File: src/rtl/fetch_unit_pkg.sv
// Shared constants and FSM encoding for the instruction-fetch stage.
package fetch_unit_pkg;

   localparam int          WORD_SIZE = 16;
   localparam logic [15:0] RESET_PC  = 16'h0000;

   typedef enum logic [1:0] {
      FETCH   = 2'd0,
      FULL    = 2'd1,
      DISCARD = 2'd2
   } fetch_state_e;

endpackage

File: src/rtl/fetch_unit_if.sv
// Instruction-memory read handshake between the fetch stage (master) and memory (slave).
interface fetch_unit_if #(
   parameter int WORD_SIZE = 16
);

   logic                 i_readM;
   logic [WORD_SIZE-1:0] i_address;
   logic [WORD_SIZE-1:0] i_data;
   logic                 i_ready;

   modport master (output i_readM, i_address, input i_data, i_ready);
   modport slave  (input i_readM, i_address, output i_data, i_ready);

endinterface

File: src/rtl/fetch_btb.sv
// Direct-mapped branch target buffer; built only when FETCH_BTB_EN is defined.
module fetch_btb #(
   parameter int WORD_SIZE   = 16,
   parameter int BTB_ENTRIES = 16
) (
   input  logic                 clk,
   input  logic                 reset_n,
   input  logic [WORD_SIZE-1:0] lookup_pc,
   output logic                 hit,
   output logic [WORD_SIZE-1:0] target,
   input  logic                 upd,
   input  logic [WORD_SIZE-1:0] upd_pc,
   input  logic [WORD_SIZE-1:0] upd_target
);

   localparam int IDX_W = $clog2(BTB_ENTRIES);
   localparam int TAG_W = WORD_SIZE - IDX_W;

   logic [BTB_ENTRIES-1:0]                valid_q;
   logic [BTB_ENTRIES-1:0][TAG_W-1:0]     tag_q;
   logic [BTB_ENTRIES-1:0][WORD_SIZE-1:0] tgt_q;
   logic [IDX_W-1:0]                      rd_idx, wr_idx;

   assign rd_idx = lookup_pc[IDX_W-1:0];
   assign wr_idx = upd_pc[IDX_W-1:0];

   // Reads see registered contents, so a same-cycle write returns the old entry.
   assign hit    = valid_q[rd_idx] && (tag_q[rd_idx] == lookup_pc[WORD_SIZE-1:IDX_W]);
   assign target = tgt_q[rd_idx];

   always_ff @(posedge clk) begin
      if (reset_n)
         valid_q <= '0;
      else if (upd)
         valid_q[wr_idx] <= 1'b1;
   end

   always_ff @(posedge clk) begin
      if (upd) begin
         tag_q[wr_idx] <= upd_pc[WORD_SIZE-1:IDX_W];
         tgt_q[wr_idx] <= upd_target;
      end
   end

endmodule

File: src/rtl/fetch_unit.sv
// Instruction-fetch stage: PC, memory handshake, two-deep output buffering, redirect squash.
// Optional BTB next-PC prediction is enabled with FETCH_BTB_EN.
module fetch_unit #(
   parameter int                   WORD_SIZE   = fetch_unit_pkg::WORD_SIZE,
   parameter logic [WORD_SIZE-1:0] RESET_PC    = WORD_SIZE'(fetch_unit_pkg::RESET_PC),
   parameter int                   BTB_ENTRIES = 16
) (
   input  logic                 clk,
   input  logic                 reset_n,
   fetch_unit_if.master         mem,
   input  logic                 stall,
   input  logic                 redirect,
   input  logic [WORD_SIZE-1:0] redirect_pc,
   input  logic                 btb_update,
   input  logic [WORD_SIZE-1:0] btb_pc,
   input  logic [WORD_SIZE-1:0] btb_target,
   output logic [WORD_SIZE-1:0] inst_out,
   output logic [WORD_SIZE-1:0] pc_out,
   output logic [WORD_SIZE-1:0] pc_next_out,
   output logic                 isStall_out
);

   import fetch_unit_pkg::*;

   fetch_state_e         state, state_nxt;
   logic [WORD_SIZE-1:0] pc, disc_addr, nxt;
   logic                 out_valid, pend_valid, out_valid_nxt, pend_valid_nxt;
   logic [WORD_SIZE-1:0] out_inst, out_pc, out_pnext;
   logic [WORD_SIZE-1:0] pend_inst, pend_pc, pend_pnext;
   logic                 accept, out_free, out_ld, out_sel_pend, pend_ld;

`ifdef FETCH_BTB_EN
   logic                 btb_hit;
   logic [WORD_SIZE-1:0] btb_tgt;

   fetch_btb #(
      .WORD_SIZE   (WORD_SIZE),
      .BTB_ENTRIES (BTB_ENTRIES)
   ) u_btb (
      .clk        (clk),
      .reset_n    (reset_n),
      .lookup_pc  (pc),
      .hit        (btb_hit),
      .target     (btb_tgt),
      .upd        (btb_update),
      .upd_pc     (btb_pc),
      .upd_target (btb_target)
   );

   assign nxt = btb_hit ? btb_tgt : pc + WORD_SIZE'(1);
`else
   logic unused_btb;
   assign unused_btb = ^{btb_update, btb_pc, btb_target, BTB_ENTRIES[0]};
   assign nxt        = pc + WORD_SIZE'(1);
`endif

   // DISCARD keeps presenting the abandoned request until memory answers it.
   assign mem.i_readM   = !reset_n && (state == FETCH || state == DISCARD);
   assign mem.i_address = (state == DISCARD) ? disc_addr : pc;

   assign accept   = (state == FETCH) && mem.i_ready;
   assign out_free = !out_valid || !stall;

   always_ff @(posedge clk) begin
      if (reset_n) state <= FETCH;
      else         state <= state_nxt;
   end

   always_comb begin
      state_nxt      = state;
      out_valid_nxt  = out_valid;
      pend_valid_nxt = pend_valid;
      out_ld         = 1'b0;
      out_sel_pend   = 1'b0;
      pend_ld        = 1'b0;
      if (redirect) begin
         out_valid_nxt  = 1'b0;
         pend_valid_nxt = 1'b0;
         state_nxt      = (mem.i_readM && !mem.i_ready) ? DISCARD : FETCH;
      end else begin
         case (state)
            FETCH, FULL: begin
               if (out_free) begin
                  if (pend_valid) begin
                     out_ld         = 1'b1;
                     out_sel_pend   = 1'b1;
                     out_valid_nxt  = 1'b1;
                     pend_ld        = accept;
                     pend_valid_nxt = accept;
                  end else begin
                     out_ld        = accept;
                     out_valid_nxt = accept;
                  end
               end else if (accept && !pend_valid) begin
                  pend_ld        = 1'b1;
                  pend_valid_nxt = 1'b1;
               end
               state_nxt = (out_valid_nxt && pend_valid_nxt) ? FULL : FETCH;
            end
            DISCARD: if (mem.i_ready) state_nxt = FETCH;
            default: state_nxt = FETCH;
         endcase
      end
   end

   always_ff @(posedge clk) begin
      if (reset_n) begin
         pc         <= RESET_PC;
         disc_addr  <= RESET_PC;
         out_valid  <= 1'b0;
         pend_valid <= 1'b0;
         out_inst   <= '0;
         out_pc     <= '0;
         out_pnext  <= '0;
         pend_inst  <= '0;
         pend_pc    <= '0;
         pend_pnext <= '0;
      end else begin
         out_valid  <= out_valid_nxt;
         pend_valid <= pend_valid_nxt;
         if (redirect) begin
            pc <= redirect_pc;
            if (state != DISCARD) disc_addr <= pc;
         end else if (accept) begin
            pc <= nxt;
         end
         if (out_ld) begin
            if (out_sel_pend) begin
               out_inst  <= pend_inst;
               out_pc    <= pend_pc;
               out_pnext <= pend_pnext;
            end else begin
               out_inst  <= mem.i_data;
               out_pc    <= pc;
               out_pnext <= nxt;
            end
         end
         if (pend_ld) begin
            pend_inst  <= mem.i_data;
            pend_pc    <= pc;
            pend_pnext <= nxt;
         end
      end
   end

   assign inst_out    = out_inst;
   assign pc_out      = out_pc;
   assign pc_next_out = out_pnext;
   assign isStall_out = !out_valid;

endmodule

File: src/flat_wrapper.sv
// flat-port wrapper written by rule: the top's interface ports become plain ports
module fetch_unit_flat import fetch_unit_pkg::*;
#(
   parameter int                   WORD_SIZE   = fetch_unit_pkg::WORD_SIZE,
   parameter logic [WORD_SIZE-1:0] RESET_PC    = WORD_SIZE'(fetch_unit_pkg::RESET_PC),
   parameter int                   BTB_ENTRIES = 16
)
  (clk, reset_n, stall, redirect, redirect_pc, btb_update, btb_pc, btb_target, inst_out, pc_out, pc_next_out, isStall_out, mem_i_readM, mem_i_address, mem_i_data, mem_i_ready);
  fetch_unit_if #(.WORD_SIZE(WORD_SIZE)) mem_i ();
  input  logic clk;
  input  logic reset_n;
  input  logic stall;
  input  logic redirect;
  input  logic [WORD_SIZE-1:0] redirect_pc;
  input  logic btb_update;
  input  logic [WORD_SIZE-1:0] btb_pc;
  input  logic [WORD_SIZE-1:0] btb_target;
  output logic [WORD_SIZE-1:0] inst_out;
  output logic [WORD_SIZE-1:0] pc_out;
  output logic [WORD_SIZE-1:0] pc_next_out;
  output logic isStall_out;
  output wire logic [$bits(mem_i.i_readM)-1:0] mem_i_readM;
  output wire logic [$bits(mem_i.i_address)-1:0] mem_i_address;
  input wire logic [$bits(mem_i.i_data)-1:0] mem_i_data;
  input wire logic [$bits(mem_i.i_ready)-1:0] mem_i_ready;
  assign mem_i_readM = mem_i.i_readM;
  assign mem_i_address = mem_i.i_address;
  assign mem_i.i_data = mem_i_data;
  assign mem_i.i_ready = mem_i_ready;
  fetch_unit #(.WORD_SIZE(WORD_SIZE), .RESET_PC(RESET_PC), .BTB_ENTRIES(BTB_ENTRIES)) u_core (.clk(clk), .reset_n(reset_n), .mem(mem_i), .stall(stall), .redirect(redirect), .redirect_pc(redirect_pc), .btb_update(btb_update), .btb_pc(btb_pc), .btb_target(btb_target), .inst_out(inst_out), .pc_out(pc_out), .pc_next_out(pc_next_out), .isStall_out(isStall_out));
endmodule
File: config.mk
export PLATFORM = sky130hd
export DESIGN_NAME = fetch_unit_flat
export DESIGN_NICKNAME = d
export VERILOG_FILES = /design/src/rtl/fetch_unit_pkg.sv /design/src/rtl/fetch_unit_if.sv /design/src/rtl/fetch_btb.sv /design/src/rtl/fetch_unit.sv /design/src/flat_wrapper.sv
export SDC_FILE = /design/constraint.sdc
export NUM_CORES = 1
export LEC_CHECK = 0
export ABC_CLOCK_PERIOD_IN_PS = 1650
export BUFFER_PORTS_ARGS = -buffer_cell sky130_fd_sc_hd__buf_4
export CAP_MARGIN = 20
export CORE_AREA = 3 3 115 139
export CTS_CLUSTER_SIZE = 40
export DETAILED_ROUTE_END_ITERATION = 10
export DIE_AREA = 0 0 118 142
export MAX_ROUTING_LAYER = met4
export PLACE_DENSITY = 0.76
export SYNTH_ARGS = -nofsm -noshare
export SYNTH_HDL_FRONTEND = slang
export SYNTH_SLANG_ARGS = --single-unit
File: constraint.sdc
create_clock -name clk -period 1.65 [get_ports clk]
set_clock_uncertainty 0.05 [all_clocks]
set_input_delay 0.33 -clock clk [delete_from_list [all_inputs] [get_ports clk]]
set_output_delay 0.33 -clock clk [all_outputs]
set_load 0.01 [all_outputs]
# Yosys cells after proc, flatten, opt, wreduce, memory -nomap -nowiden

Index checks and enable logic that the tools add are counted.

Add/subtract/negate cells: 1
Eq/ne operators: 4
Mux-type cells: 31
Reduce and logical (&&, ||, !) cells: 17

Operators by type and width:

| operator                | count |
|---|---|
| $mux W16                | 6 |
| $mux W1                 | 21 |
| $add A16 B1 Y16 const B | 1 |
| $mux W2                 | 3 |
| $logic_and A1 B1 Y1     | 5 |
| $logic_not A1 Y1        | 5 |
| $pmux W2 S2             | 1 |
| $reduce_or A2 Y1        | 2 |
| $ne A3 B3 Y1 const B    | 1 |
| $eq A2 B1 Y1 const B    | 1 |
| $eq A2 B2 Y1 const B    | 1 |
| $logic_not A2 Y1        | 1 |
| $logic_or A1 B1 Y1      | 2 |
| $ne A2 B2 Y1 const B    | 1 |
| $reduce_and A2 Y1       | 1 |
| $reduce_bool A2 Y1      | 1 |

Flip-flop bits (word level): 132
Bits of input ports: 70
Output and inout port bits: 66
Word-level logic and storage cells: 64

# Depth between registers and ports, before layout

Word-level depth: 11
Depth in mapped cells: 7
Gate-level depth less buffers: 5

# Worst setup path before layout

OpenSTA, ideal clock, no wires.

Path kind: register to output
From: register u_core.state[1]
To: output port mem_i_address[10]
Data arrival time: 1460 ps
Required time: 1270 ps
Slack: -190 ps
Stages on the path, launching flop included: 6
Buffers on the path: 3
Cell sequence: dfxtp_1 > buf_2 > nor2b_1 > buf_2 > buf_2 > mux2_2

Longest elaborated chain between the ends: 2

RTL lines:

| what                   | line               | source |
|---|---|---|
| from (decl)            | fetch_unit.sv:25   | `fetch_state_e state, state_nxt;` |
| from (signal assigned) | fetch_unit.sv:66   | `else state <= state_nxt;` |
| $eq A2 B2 Y1           | fetch_unit.sv:59   | `assign mem.i_address = (state == DISCARD) ? disc_addr : pc;` |
| $mux W16               | fetch_unit.sv:59   |  |
| to (decl)              | flat_wrapper.sv:23 | `output wire logic [$bits(mem_i.i_address)-1:0] mem_i_address;` |

Every way passes these cells.

# Worst setup path in the final report

From: register u_core.state[1]
To: register u_core.out_inst[5] (netlist: u_core.inst_out[5])

Longest elaborated chain between the ends: 6
Elaborated cells on any way between the ends: 11
Those cells by class: 1 x eq/ne; 7 x mux; 3 x reduce/logical

RTL lines:

| what                 | line                               | source |
|---|---|---|
| $logic_not A2 Y1     | fetch_unit.sv:61, fetch_unit.sv:81 |  |
| $logic_and A1 B1 Y1  | fetch_unit.sv:61                   | `assign accept = (state == FETCH) && mem.i_ready;` |
| $mux W1              | fetch_unit.sv:84                   | `if (pend_valid) begin` |
| $mux W1              | fetch_unit.sv:83                   | `if (out_free) begin` |
| $mux W1              | fetch_unit.sv:81                   | `case (state)` |
| $mux W1              | fetch_unit.sv:76                   | `if (redirect) begin` |
| to (signal assigned) | fetch_unit.sv:129                  | `out_inst <= pend_inst;` |
| to (signal assigned) | fetch_unit.sv:133                  | `out_inst <= mem.i_data;` |
| to (decl)            | fetch_unit.sv:28                   | `logic [WORD_SIZE-1:0] out_inst, out_pc, out_pnext;` |

Several ways; a longest one is shown, not always the timed one.
A chain may end at the register's enable or synchronous reset.

==> qor.csv <==
stage;metric;value;unit
power_and_ir_drop;Sw Ratio;25.63;%
place;DP Cell Count;1057;
layout;Finished Layout Cells;1137;
floorplan;Die Area;0.01676;sq mm
layout;Fillers;1060;
worst_setup_path;Worst Path Required;1.93;ns
clock_tree;H-tree lvl count;4;
sta;Setup WS post-layout;-0.3952;ns
power_and_ir_drop;Power Density;925.8;mW/mm^2
layout;fraction of layout cells with a size suffix above 1;45.34;%
worst_setup_path;flop2flop setup slack;-0.40;ns
clock_tree;Clock Path Buffers;2;
power_and_ir_drop;Clock power frac;46.9;%
power_and_ir_drop;Int Power;6.674;mW
layout;Final Core Density;65.06;%
worst_setup_path;worst path buffer plus inverter count;5;
route;via count;6713;
sta;f_max;488.9;MHz
clock_tree;worst skew pair latency;0.43;ns
worst_setup_path;Crit-path slowest cell;dfxtp_2;
logic_synthesis;sequential area share after synthesis;44.84;%
logic_synthesis;Synth area leaders;dfxtp_1 45%, nand2_1 12%, a311oi_1 6.1%, a21oi_1 5.2%, nor2_1 3.5%;
logic_synthesis;Syn Inst Count;737;
grt;vias in the first global route;5749;
logic_synthesis;EDFF count, synth;0;
clock_tree;CTS tree;built;
logic_synthesis;synth warn;0;
sta;fin crit period;2.045;ns
clock_tree;root buffer cell;clkbuf_16;
logic_synthesis;Seq cells post-synth;132;
worst_setup_path;type of origin of the critical path;register;
floorplan;Rows;49;
floorplan;die height;142;um
worst_setup_path;crit-path cells;buf_6 > buf_4 > a211o_4 > nor2_4 > buf_6 > buf_6 > bufbuf_16 > nand2_1 > a311oi_1;
power_and_ir_drop;combinational share of power;14.9;%
grt;first-pass GRT wire length;29260;um
sta;setup_tns;-28.20;ns
sta;worst rel slew slack;59.84;%
clock_tree;Clock transition at path regs;0.06;ns
sta;transition time at the pin with the least slew margin;0.5977;ns
clock_tree;CTS sink cnt;132;
grt;GRT overflow;0;
layout;Ant. Diodes;0;
logic_synthesis;ys flop type;dfxtp_1;
power_and_ir_drop;Switching Power;2.300;mW
layout;# nets final;992;
sta;Tcrit/Tclk final;124.0;%
sta;Final Hold Vio Count;0;
layout;Area Growth Syn to Fin;64.48;%
grt;initial antenna violation count;0;
power_and_ir_drop;Static Leak;4.000;nW
logic_synthesis;Syn Std Cell Area;0.005893;sq mm
floorplan;CORE AREA;0.01490;sq mm
place;# port buffers;102;
grt;Total GRT Usage;22.38;%
floorplan;Initial Utilization;39.56;%
logic_synthesis;Synth top area share;44.84;%
route;First-pass DRT Iterations;6;
logic_synthesis;most common cell in the netlist;nand2_1;
floorplan;Die Span X;118;um
worst_setup_path;CP endpoint kind;register;
sta;RSZ-0062 raised after global routing;yes;
sta;Final Slew Violations;0;
logic_synthesis;syn_area_per_cell;7.996;sq um
logic_synthesis;Commonest cells post-synth;184 x nand2_1, 132 x dfxtp_1, 61 x a21oi_1;
route;drt wl/cell;20.58;um
worst_setup_path;cell mode on critical path;buf_6;
worst_setup_path;CP top delay family;buffers and inverters;
power_and_ir_drop;Sequential Power Share;38.2;%
worst_hold_path;HP Class;in2reg;
route;routed vias/inst;5.904;
outcome;status;complete, but fails checks;
grt;largest net degree at the start of global routing;55;
worst_setup_path;crit path DAT;2.33;ns
place;GPL Wtd Cong;0.8656;
worst_setup_path;Critical Path Fanout Max;9;
logic_synthesis;Post-synth ARST share;0;%
sta;setup violators final;123;
power_and_ir_drop;Peak VDD IR;0.5177;mV
route;First DRT Iteration DRCs;722;
power_and_ir_drop;total power;8.974;mW
worst_setup_path;Crit Path Class;reg2reg;
logic_synthesis;syn_nets;808;
sta;Hold WS;0.02602;ns
route;Antenna Nets Post-Route;0;
clock_tree;CTS buffer count;17;
logic_synthesis;area leader, netlist;dfxtp_1;
floorplan;Ports;136;
run;max-capacitance violation count;0;
worst_setup_path;crit-path max cell delay;0.32;ns
logic_synthesis;Distinct cells, synth;55;
outcome;violated checks;negative setup slack;
place;Final HPWL DP;11530;um
route;# DRC;0;
route;Routed Wire Length;23400;um
==> metal layers <==
layer  up-vias  global-route usage [%]  routed length, um
met5         -                       -                  0
met3       134                   4.970               1814
met1      3188                   25.70               8464
met2       435                   36.67              11520
met4         0                   12.04               1606
li1       2956                       -                  -
==> stage by stage <==
step	area (sq um)	setup WS, ns
global placement	7421	-0.2391
CTS	8593	-0.4427
floorplan	5983	-0.02151
global route	9693	-0.4845
finish	9693	-0.3952
detailed placement	7421	-0.3243
==> final cells by class <==
cell class                 instances  area, sq um  area share [%]
clock buffer                      19        442.9           4.570
tap                              204        255.2           2.633
timing repair buffer             235         2375           24.50
sequential                       132         2655           27.39
inverter                          11        41.29          0.4260
multi-input combinational        524         3721           38.39
clock inverter                    12        202.7           2.091
==> logic make-up (layout without fill, tap and decap cells) <==
family,after synthesis,after routing,synth area share (%)
flops,132,132,44.84
fa+ha+maj,1,1,0.2123
mux,14,14,2.654
xor+xnor,16,16,2.378
compound gates,183,183,20.85
buf+inv,81,277,5.923
simple gates,310,310,23.14
==> worst reg2reg max path: stages, from the launching register on <==
cell,delay (ns)
dfxtp_2,0.32
buf_6,0.11
buf_4,0.17
a211o_4,0.30
nor2_4,0.19
buf_6,0.13
buf_6,0.11
bufbuf_16,0.25
nand2_1,0.07
a311oi_1,0.26
==> worst paths after layout <==
kind,from,end,cells past startpoint
setup / recovery,u_core.state[1]$_SDFFE_PP0P_,u_core.inst_out[5]$_SDFFE_PP0P_,9
hold / removal,mem_i_ready,u_core.state[1]$_SDFFE_PP0P_,2
setup reg to reg,u_core.state[1]$_SDFFE_PP0P_,u_core.inst_out[5]$_SDFFE_PP0P_,9
hold reg to reg,u_core.pend_pc[5]$_SDFFE_PP0P_,u_core.pend_pc[5]$_SDFFE_PP0P_,2
==> flip-flops by register name, indices dropped and copies added (netlist names) <==
signal,flops
u_core.disc_addr,16
u_core.inst_out,16
u_core.pc,16
u_core.pc_next_out,16
u_core.pc_out,16
u_core.pend_inst,16
u_core.pend_pc,16
u_core.pend_pnext,16
u_core.state,2
u_core.out_valid,1
u_core.pend_valid,1
==> layout by cell type, fill, tap and decap left out, types with 13 or more instances in the layout <==
cell type and instances:
a21oi_1 28, a21oi_2 33, a311oi_1 29, buf_12 17
buf_4 170, buf_6 32, clkbuf_16 26, dfxtp_1 124
mux2_4 13, nand2_1 149, nand2_4 28, nand3_1 13
nor2_1 51, o21ai_0 17
==> power groups by stage <==
stage | Clock, mW | Sequential (mW) | Combinational (mW)
6_report | 4.21 | 3.42 | 1.34
5_1_grt | 4.38 | 3.43 | 1.41
4_1_cts | 4.19 | 3.41 | 1.13
3_5_place_dp | 0 | 3.47 | 1.02
3_3_place_gp | 0 | 3.47 | 1.01
2_1_floorplan | 0 | 3.48 | 0.507
==> repair_timing <==
item	4_1_cts	5_1_grt
hold buffers	0	0
cloned	8	14
pin swaps	14	75
gates resized for setup	60	193
setup endpoints to repair	128	141
setup buffers	16	14
Note: power is estimated with default switching activity, not from simulation.
